## config.mk

```make
export PLATFORM = sky130hd
export DESIGN_NAME = cpu_regfile_flat
export DESIGN_NICKNAME = d
export VERILOG_FILES = /design/src/rtl/cpu_regfile_if.sv /design/src/rtl/cpu_regfile.sv /design/src/flat_wrapper.sv
export SDC_FILE = /design/constraint.sdc
export NUM_CORES = 2
export LEC_CHECK = 0
export ABC_AREA = 0
export CAP_MARGIN = 40
export CELL_PAD_IN_SITES_DETAIL_PLACEMENT = 1
export CELL_PAD_IN_SITES_GLOBAL_PLACEMENT = 2
export CORE_MARGIN = 2
export CORE_UTILIZATION = 42
export CTS_CLUSTER_DIAMETER = 30
export CTS_CLUSTER_SIZE = 40
export DETAILED_ROUTE_END_ITERATION = 6
export GPL_TIMING_DRIVEN = 0
export MAX_ROUTING_LAYER = met4
export PLACE_DENSITY_LB_ADDON = 0.15
export SLEW_MARGIN = 20
export SYNTH_ARGS = -nofsm -noshare
export SYNTH_HDL_FRONTEND = slang
export SYNTH_SLANG_ARGS = --single-unit
```

## constraint.sdc

```tcl
create_clock -name clk -period 2 [get_ports clk]
set_input_delay 0.2 -clock clk [delete_from_list [all_inputs] [get_ports clk]]
set_output_delay 0.2 -clock clk [all_outputs]
set_load 0.02 [all_outputs]
```

## src/rtl/cpu_regfile_if.sv

```systemverilog
// Writeback write port and the two decode read ports of cpu_regfile.
// The commit-trace signals exist only when CPU_REGFILE_TRACE_EN is defined.
interface cpu_regfile_if #(
   parameter int ADDR_W = 5,
   parameter int DATA_W = 32
);
   logic              we_i;
   logic [ADDR_W-1:0] waddr_i;
   logic [DATA_W-1:0] wdata_i;
   logic [ADDR_W-1:0] raddr1_i;
   logic [ADDR_W-1:0] raddr2_i;
   logic [DATA_W-1:0] rdata1_o;
   logic [DATA_W-1:0] rdata2_o;
`ifdef CPU_REGFILE_TRACE_EN
   logic              trace_valid_o;
   logic [ADDR_W-1:0] trace_addr_o;
   logic [DATA_W-1:0] trace_data_o;
   logic [31:0]       commit_count_o;
`endif

   modport master (
      output we_i, waddr_i, wdata_i, raddr1_i, raddr2_i,
      input  rdata1_o, rdata2_o
`ifdef CPU_REGFILE_TRACE_EN
      , input trace_valid_o, trace_addr_o, trace_data_o, commit_count_o
`endif
   );

   modport slave (
      input  we_i, waddr_i, wdata_i, raddr1_i, raddr2_i,
      output rdata1_o, rdata2_o
`ifdef CPU_REGFILE_TRACE_EN
      , output trace_valid_o, trace_addr_o, trace_data_o, commit_count_o
`endif
   );
endinterface

```

## src/rtl/cpu_regfile.sv

```systemverilog
// 32x32 register file: $zero hardwired, two combinational read ports with optional
// same-cycle write bypass. Define CPU_REGFILE_TRACE_EN to add the commit trace outputs.
module cpu_regfile #(
   parameter int REG_NUM      = 32,
   parameter int DATA_WIDTH   = 32,
   parameter bit WRITE_BYPASS = 1'b1
) (
   input logic          clk,
   input logic          rst,
   cpu_regfile_if.slave bus
);
   localparam int ADDR_W = $clog2(REG_NUM);
   localparam logic [ADDR_W-1:0]     ZERO_ADDR = {ADDR_W{1'b0}};
   localparam logic [DATA_WIDTH-1:0] ZERO_DATA = {DATA_WIDTH{1'b0}};

   logic [DATA_WIDTH-1:0] regs [REG_NUM];
   logic                  write_ok;

   assign write_ok = !rst && bus.we_i && (bus.waddr_i != ZERO_ADDR);

   function automatic logic [DATA_WIDTH-1:0] read_sel(
      input logic                  rst_v,
      input logic                  we_v,
      input logic [ADDR_W-1:0]     waddr_v,
      input logic [DATA_WIDTH-1:0] wdata_v,
      input logic [ADDR_W-1:0]     raddr_v,
      input logic [DATA_WIDTH-1:0] stored_v
   );
      logic [DATA_WIDTH-1:0] res;
      res = ZERO_DATA;
      if (rst_v) begin
         res = ZERO_DATA;
      end else if (raddr_v == ZERO_ADDR) begin
         res = ZERO_DATA;
      end else if (WRITE_BYPASS && we_v && (waddr_v == raddr_v)) begin
         res = wdata_v;
      end else begin
         res = stored_v;
      end
      return res;
   endfunction

   // Entry 0 is cleared by reset and never written, so it always holds zero.
   always_ff @(posedge clk) begin
      if (rst) begin
         for (int i = 0; i < REG_NUM; i++) begin
            regs[i] <= ZERO_DATA;
         end
      end else if (write_ok) begin
         regs[bus.waddr_i] <= bus.wdata_i;
      end
   end

   // Read port 1 select.
   always_comb begin
      bus.rdata1_o = read_sel(rst, bus.we_i, bus.waddr_i, bus.wdata_i,
                              bus.raddr1_i, regs[bus.raddr1_i]);
   end

   // Read port 2 select.
   always_comb begin
      bus.rdata2_o = read_sel(rst, bus.we_i, bus.waddr_i, bus.wdata_i,
                              bus.raddr2_i, regs[bus.raddr2_i]);
   end

`ifdef CPU_REGFILE_TRACE_EN
   // Commit trace: one registered record per accepted write; addr/data hold otherwise.
   always_ff @(posedge clk) begin
      if (rst) begin
         bus.trace_valid_o  <= 1'b0;
         bus.trace_addr_o   <= ZERO_ADDR;
         bus.trace_data_o   <= ZERO_DATA;
         bus.commit_count_o <= 32'd0;
      end else if (write_ok) begin
         bus.trace_valid_o  <= 1'b1;
         bus.trace_addr_o   <= bus.waddr_i;
         bus.trace_data_o   <= bus.wdata_i;
         bus.commit_count_o <= bus.commit_count_o + 32'd1;
      end else begin
         bus.trace_valid_o  <= 1'b0;
      end
   end
`endif
endmodule
```

## src/flat_wrapper.sv

```systemverilog
// flat-port wrapper written by rule: the top's interface ports become plain ports
module cpu_regfile_flat 
#(
   parameter int REG_NUM      = 32,
   parameter int DATA_WIDTH   = 32,
   parameter bit WRITE_BYPASS = 1'b1
)
  (clk, rst, bus_we_i, bus_waddr_i, bus_wdata_i, bus_raddr1_i, bus_raddr2_i, bus_rdata1_o, bus_rdata2_o);
  cpu_regfile_if bus_i ();
  input logic clk;
  input logic rst;
  input wire logic [$bits(bus_i.we_i)-1:0] bus_we_i;
  input wire logic [$bits(bus_i.waddr_i)-1:0] bus_waddr_i;
  input wire logic [$bits(bus_i.wdata_i)-1:0] bus_wdata_i;
  input wire logic [$bits(bus_i.raddr1_i)-1:0] bus_raddr1_i;
  input wire logic [$bits(bus_i.raddr2_i)-1:0] bus_raddr2_i;
  output wire logic [$bits(bus_i.rdata1_o)-1:0] bus_rdata1_o;
  output wire logic [$bits(bus_i.rdata2_o)-1:0] bus_rdata2_o;
  assign bus_i.we_i = bus_we_i;
  assign bus_i.waddr_i = bus_waddr_i;
  assign bus_i.wdata_i = bus_wdata_i;
  assign bus_i.raddr1_i = bus_raddr1_i;
  assign bus_i.raddr2_i = bus_raddr2_i;
  assign bus_rdata1_o = bus_i.rdata1_o;
  assign bus_rdata2_o = bus_i.rdata2_o;
  cpu_regfile #(.REG_NUM(REG_NUM), .DATA_WIDTH(DATA_WIDTH), .WRITE_BYPASS(WRITE_BYPASS)) u_core (.clk(clk), .rst(rst), .bus(bus_i));
endmodule
```

**After elaboration in Yosys (flattened, before gate mapping)**

Memories as Yosys holds them, arrays and structs flattened.
Index checks and enable logic that the tools add are counted.

- Register bits: 0
- Memory bits (writable): 1024
- Logic and storage cells: 26
- Memories: 1

Memories:

| memory | depth | width | read ports | clocked after Yosys merged registers in | write ports | line | RTL |
|---|---|---|---|---|---|---|---|
| u_core.regs | 32 | 32 | 2 | 0 | 32 | cpu_regfile.sv:16 | `logic [DATA_WIDTH-1:0] regs [REG_NUM];` |

- Equality and inequality tests: 2
- Muxes and demuxes: 14
- Reductions and logical operators: 9

Operators with widths:

| kind | count |
|---|---|
| $mux 32 | 7 |
| $reduce_or 32->1 | 1 |
| $eq 5x5->1 | 2 |
| $logic_not 5->1 | 2 |
| $mux 1 | 6 |
| $mux 5 | 1 |
| $reduce_bool 5->1 | 1 |
| $logic_and 1x1->1 | 4 |
| $logic_not 1->1 | 1 |

**Logic depth before layout (Yosys ltp)**

- Depth in word-level cells: 8
- Mapped depth: 9
- Gate-level depth less buffers: 5

**Least setup slack after synthesis**

No wires, ideal clock.

- Kind: input to output
- Start: in bus_raddr2_i[1]
- End: out bus_rdata2_o[28]
- Arrival time: 1.843 ns
- Path slack: -0.043 ns
- Stages: 7
- Path buffers: 3
- Path through: buf_4 -> buf_2 -> buf_1 -> mux4_2 -> nand2_1 -> o211ai_1 -> a221o_1

- Word-level cells in the longest chain between the ends: 5
- Elaborated cells on any way between the ends: 7

Ends and longest elaborated chain:

| what | line | RTL |
|---|---|---|
| from (decl) | flat_wrapper.sv:16 | `input wire logic [$bits(bus_i.raddr2_i)-1:0] bus_raddr2_i;` |
| parallel branches: the longest is 3 deep, another holds $mem_v2 32x32 | n/a |  |
| $mux 32 (*) | cpu_regfile.sv:33 | `end else if (raddr_v == ZERO_ADDR) begin` |
| $mux 32 (*) | cpu_regfile.sv:31 | `if (rst_v) begin` |
| to (decl) | flat_wrapper.sv:18 | `output wire logic [$bits(bus_i.rdata2_o)-1:0] bus_rdata2_o;` |

Mark *: on every way between the ends.

==> results.py <==
metrics = {
    "clocking": {
        "numCtsBuffers": 283,
        "cts_max_path_buffers": 4,
        "clk_pin_slew_worst_paths_ps": 50,
        "cts.sinks": 1024,
        "h-tree-depth": 5,
        "hold_buffers": 0,
        "cts_tree": "yes",
        "cts_root_buffer": "clkbuf_16",
    },
    "timing": {
        "worst_hold_slack_ps": 136,
        "fmax_mhz": 322,
        "setup_viol": 220,
        "tns_ps": -63980,
        "rsz0062_at_grt": "true",
        "layout_min_cycle_time_ps": 3110,
        "tightest_slew_ps": 950,
        "period_share_pct": 155,
        "worst_slack_ps": -1110,
        "relSlewSlack_pct": 36.4,
        "hold_violations": 0,
        "slew_violations": 0,
    },
    "power_and_ir_drop": {
        "power_per_cell_area_nw_per_um2": 1100,
        "switching_share_pct": 24.6,
        "switchingPower_mw": 19.1,
        "p_leak_nw": 24.9,
        "power_frac_comb_pct": 10.8,
        "clkPwrFrac_pct": 56.2,
        "power_frac_seq_pct": 33.0,
        "p_int_mw": 58.4,
        "vdd_drop_max_mv": 0.989,
    },
    "global_route": {
        "grt.busiest_layer": "met2",
        "antenna_found_initial": 10,
        "use_met3_pct": 8.26,
        "grt_pass1_vias": 41318,
        "grt_pass1_wl_um": 326000,
        "use_met2_pct": 55.3,
        "grt_max_degree": 33,
        "overflow": 0,
        "grt_use_total_pct": 37.1,
        "groute.layer.met1.usage_pct": 46.6,
    },
    "synthesis": {
        "avgSynthCellArea_sq_um": 14.7,
        "seq_area_frac_synth_pct": 56.0,
        "ys.flop_type": "edfxtp_1",
        "synthCells": 3731,
        "yosys_warnings": 0,
        "yosysTopAreaCellShare_pct": 56.0,
        "synth_area_sq_um": 54900,
        "synth_edf_count": 1024,
        "synth_seq_cells": 1024,
        "synth_cell_types": 52,
        "synth_top_area_cell": "edfxtp_1",
        "async_reset_ff_share_pct": 0,
        "ys_top_cells_by_area": "edfxtp_1 (56%), mux4_2 (18%), and2_1 (11%)",
    },
    "worst_setup_path": {
        "crit_chain": "mux4_2, or4b_4, o21ai_2, nor4_2, a22o_1, buf_6",
        "path_delay_family": "simple AND/OR/NAND/NOR gates",
        "critPathMaxStageDelay_ps": 530,
        "crit_buf_inv": 1,
        "crit_type": "reg2out",
        "start_kind": "register",
        "worstPathArrival_ps": 2910,
        "crit_slowest_cell": "mux4_2",
        "worstSetupEndpointType": "primary output",
        "critPathMaxFanout": 2,
        "crit_required_ps": 1800,
    },
    "finish": {
        "area_delta_synth_final_pct": 28.7,
        "fillers": 12101,
        "regMostFlops": "u_core.regs",
        "top_regs": "u_core.regs (1024)",
        "mostFrequentLayoutCell": "edfxtp_1",
        "final_core_util_pct": 54.5,
        "nNetsFinal": 4292,
        "drive_gt1_share_pct": 34.6,
        "largest_reg_flops": 1024,
        "final_cell_mix": "edfxtp_1 (1024), and2_1 (995), mux4_2 (429), clkbuf_16 (287), clkbuf_1 (242)",
        "stdcell_area_sq_um": 70600,
    },
    "die": {
        "die_x_um": 366,
        "die_y_um": 366,
        "num_rows": 132,
        "initial_core_util_pct": 42.3,
        "dieArea_sq_um": 134000,
        "io_pins": 114,
        "coreArea_sq_um": 130000,
    },
    "run_status": {
        "violations": "negative setup slack",
        "status": "finished, violations left",
    },
    "route": {
        "vias": 40136,
        "ant_nets": 0,
        "dr.pass1.iters": 6,
        "vias_per_cell": 6.49,
        "drc": 0,
        "drt_iter0_markers": 5312,
        "wire_per_inst_um": 38.9,
        "wl_um": 241000,
    },
    "placed_design": {
        "dp_hpwl_um": 167000,
        "dpl_cell_area_sq_um": 58900,
        "place_ws_ps": -2580,
        "io_buffers": 101,
        "routabilityCongestion": 0.951,
    },
    "min_path": {
        "hp-class": "in2reg",
    },
    "run": {
        "maxCapViolCount": 0,
    },
}
## routing by layer
layer  wire length (um)  up-vias
met5                  0        -
met4              16100        0
met3              23000      702
met2             109000     2630
met1              92300    21164
li1                   -    15640
## area by class of cell
type	instances	area, sq um	share of cell area [%]
inverter	4	15.0	0.0213
sequential	1024	30700	43.5
buffer	411	2270	3.21
timing repair buffer	186	2110	2.99
clock buffer	322	7310	10.4
multi-input combinational	2332	24300	34.4
tap	1742	2180	3.09
antenna	7	17.5	0.0248
clock inverter	153	1710	2.42
## timing repair
item	CTS	global route
setup endpoints to repair	1949	421
setup buffers	36	2
pin swaps	187	79
cloned	8	3
resized for setup	858	105
endpoints found under the hold margin	0	0
## kinds of logic after synthesis
logic type	synth area share (%)
mux	20.8
compound gates	5.90
simple gates	13.8
flops	56.0
xor+xnor	0.160
other cells	0.00683
buf+inv	3.39
## power by group through the flow
stage	sequential [mW]	combinational [mW]	clock [mW]
after floorplan	25.6	4.08	0
after global placement	25.8	7.12	0
after detailed placement	25.8	7.34	0
after CTS	25.5	8.08	43.6
after global routing	25.6	8.52	44.7
final	25.5	8.39	43.5
## worst paths after layout
check	startpoint	endpoint	slack (ps)	cells past startpoint
max	u_core.regs[18][30]$_SDFFCE_PN0P_	bus_rdata2_o[30]	-1110	6
min	rst	u_core.regs[0][8]$_SDFFCE_PN0P_	140	2
## cells in the mapped netlist (25+ instances only)
library cell  count
edfxtp_1       1024
and2_1          995
mux4_2          429
clkbuf_1        281
mux2i_1         174
o22ai_1         112
a22oi_1          88
buf_2            74
nor2_1           42
nand2_1          41
o211ai_1         41
a21oi_1          38
a221o_1          36
nand3_1          36
buf_4            35
o21ai_0          35
or2_2            35
a221oi_1         33
nor3b_1          31
nand4_1          25
o2111a_1         25
## stage by stage
stage | std cells | power, mW
2_1_floorplan | 3762 | 29.6
3_3_place_gp | 5605 | 32.9
3_5_place_dp | 5648 | 33.2
4_1_cts | 6166 | 77.2
5_1_grt | 6180 | 78.8
6_report | 6181 | 77.5
Note: power is estimated with default switching activity, not from simulation.
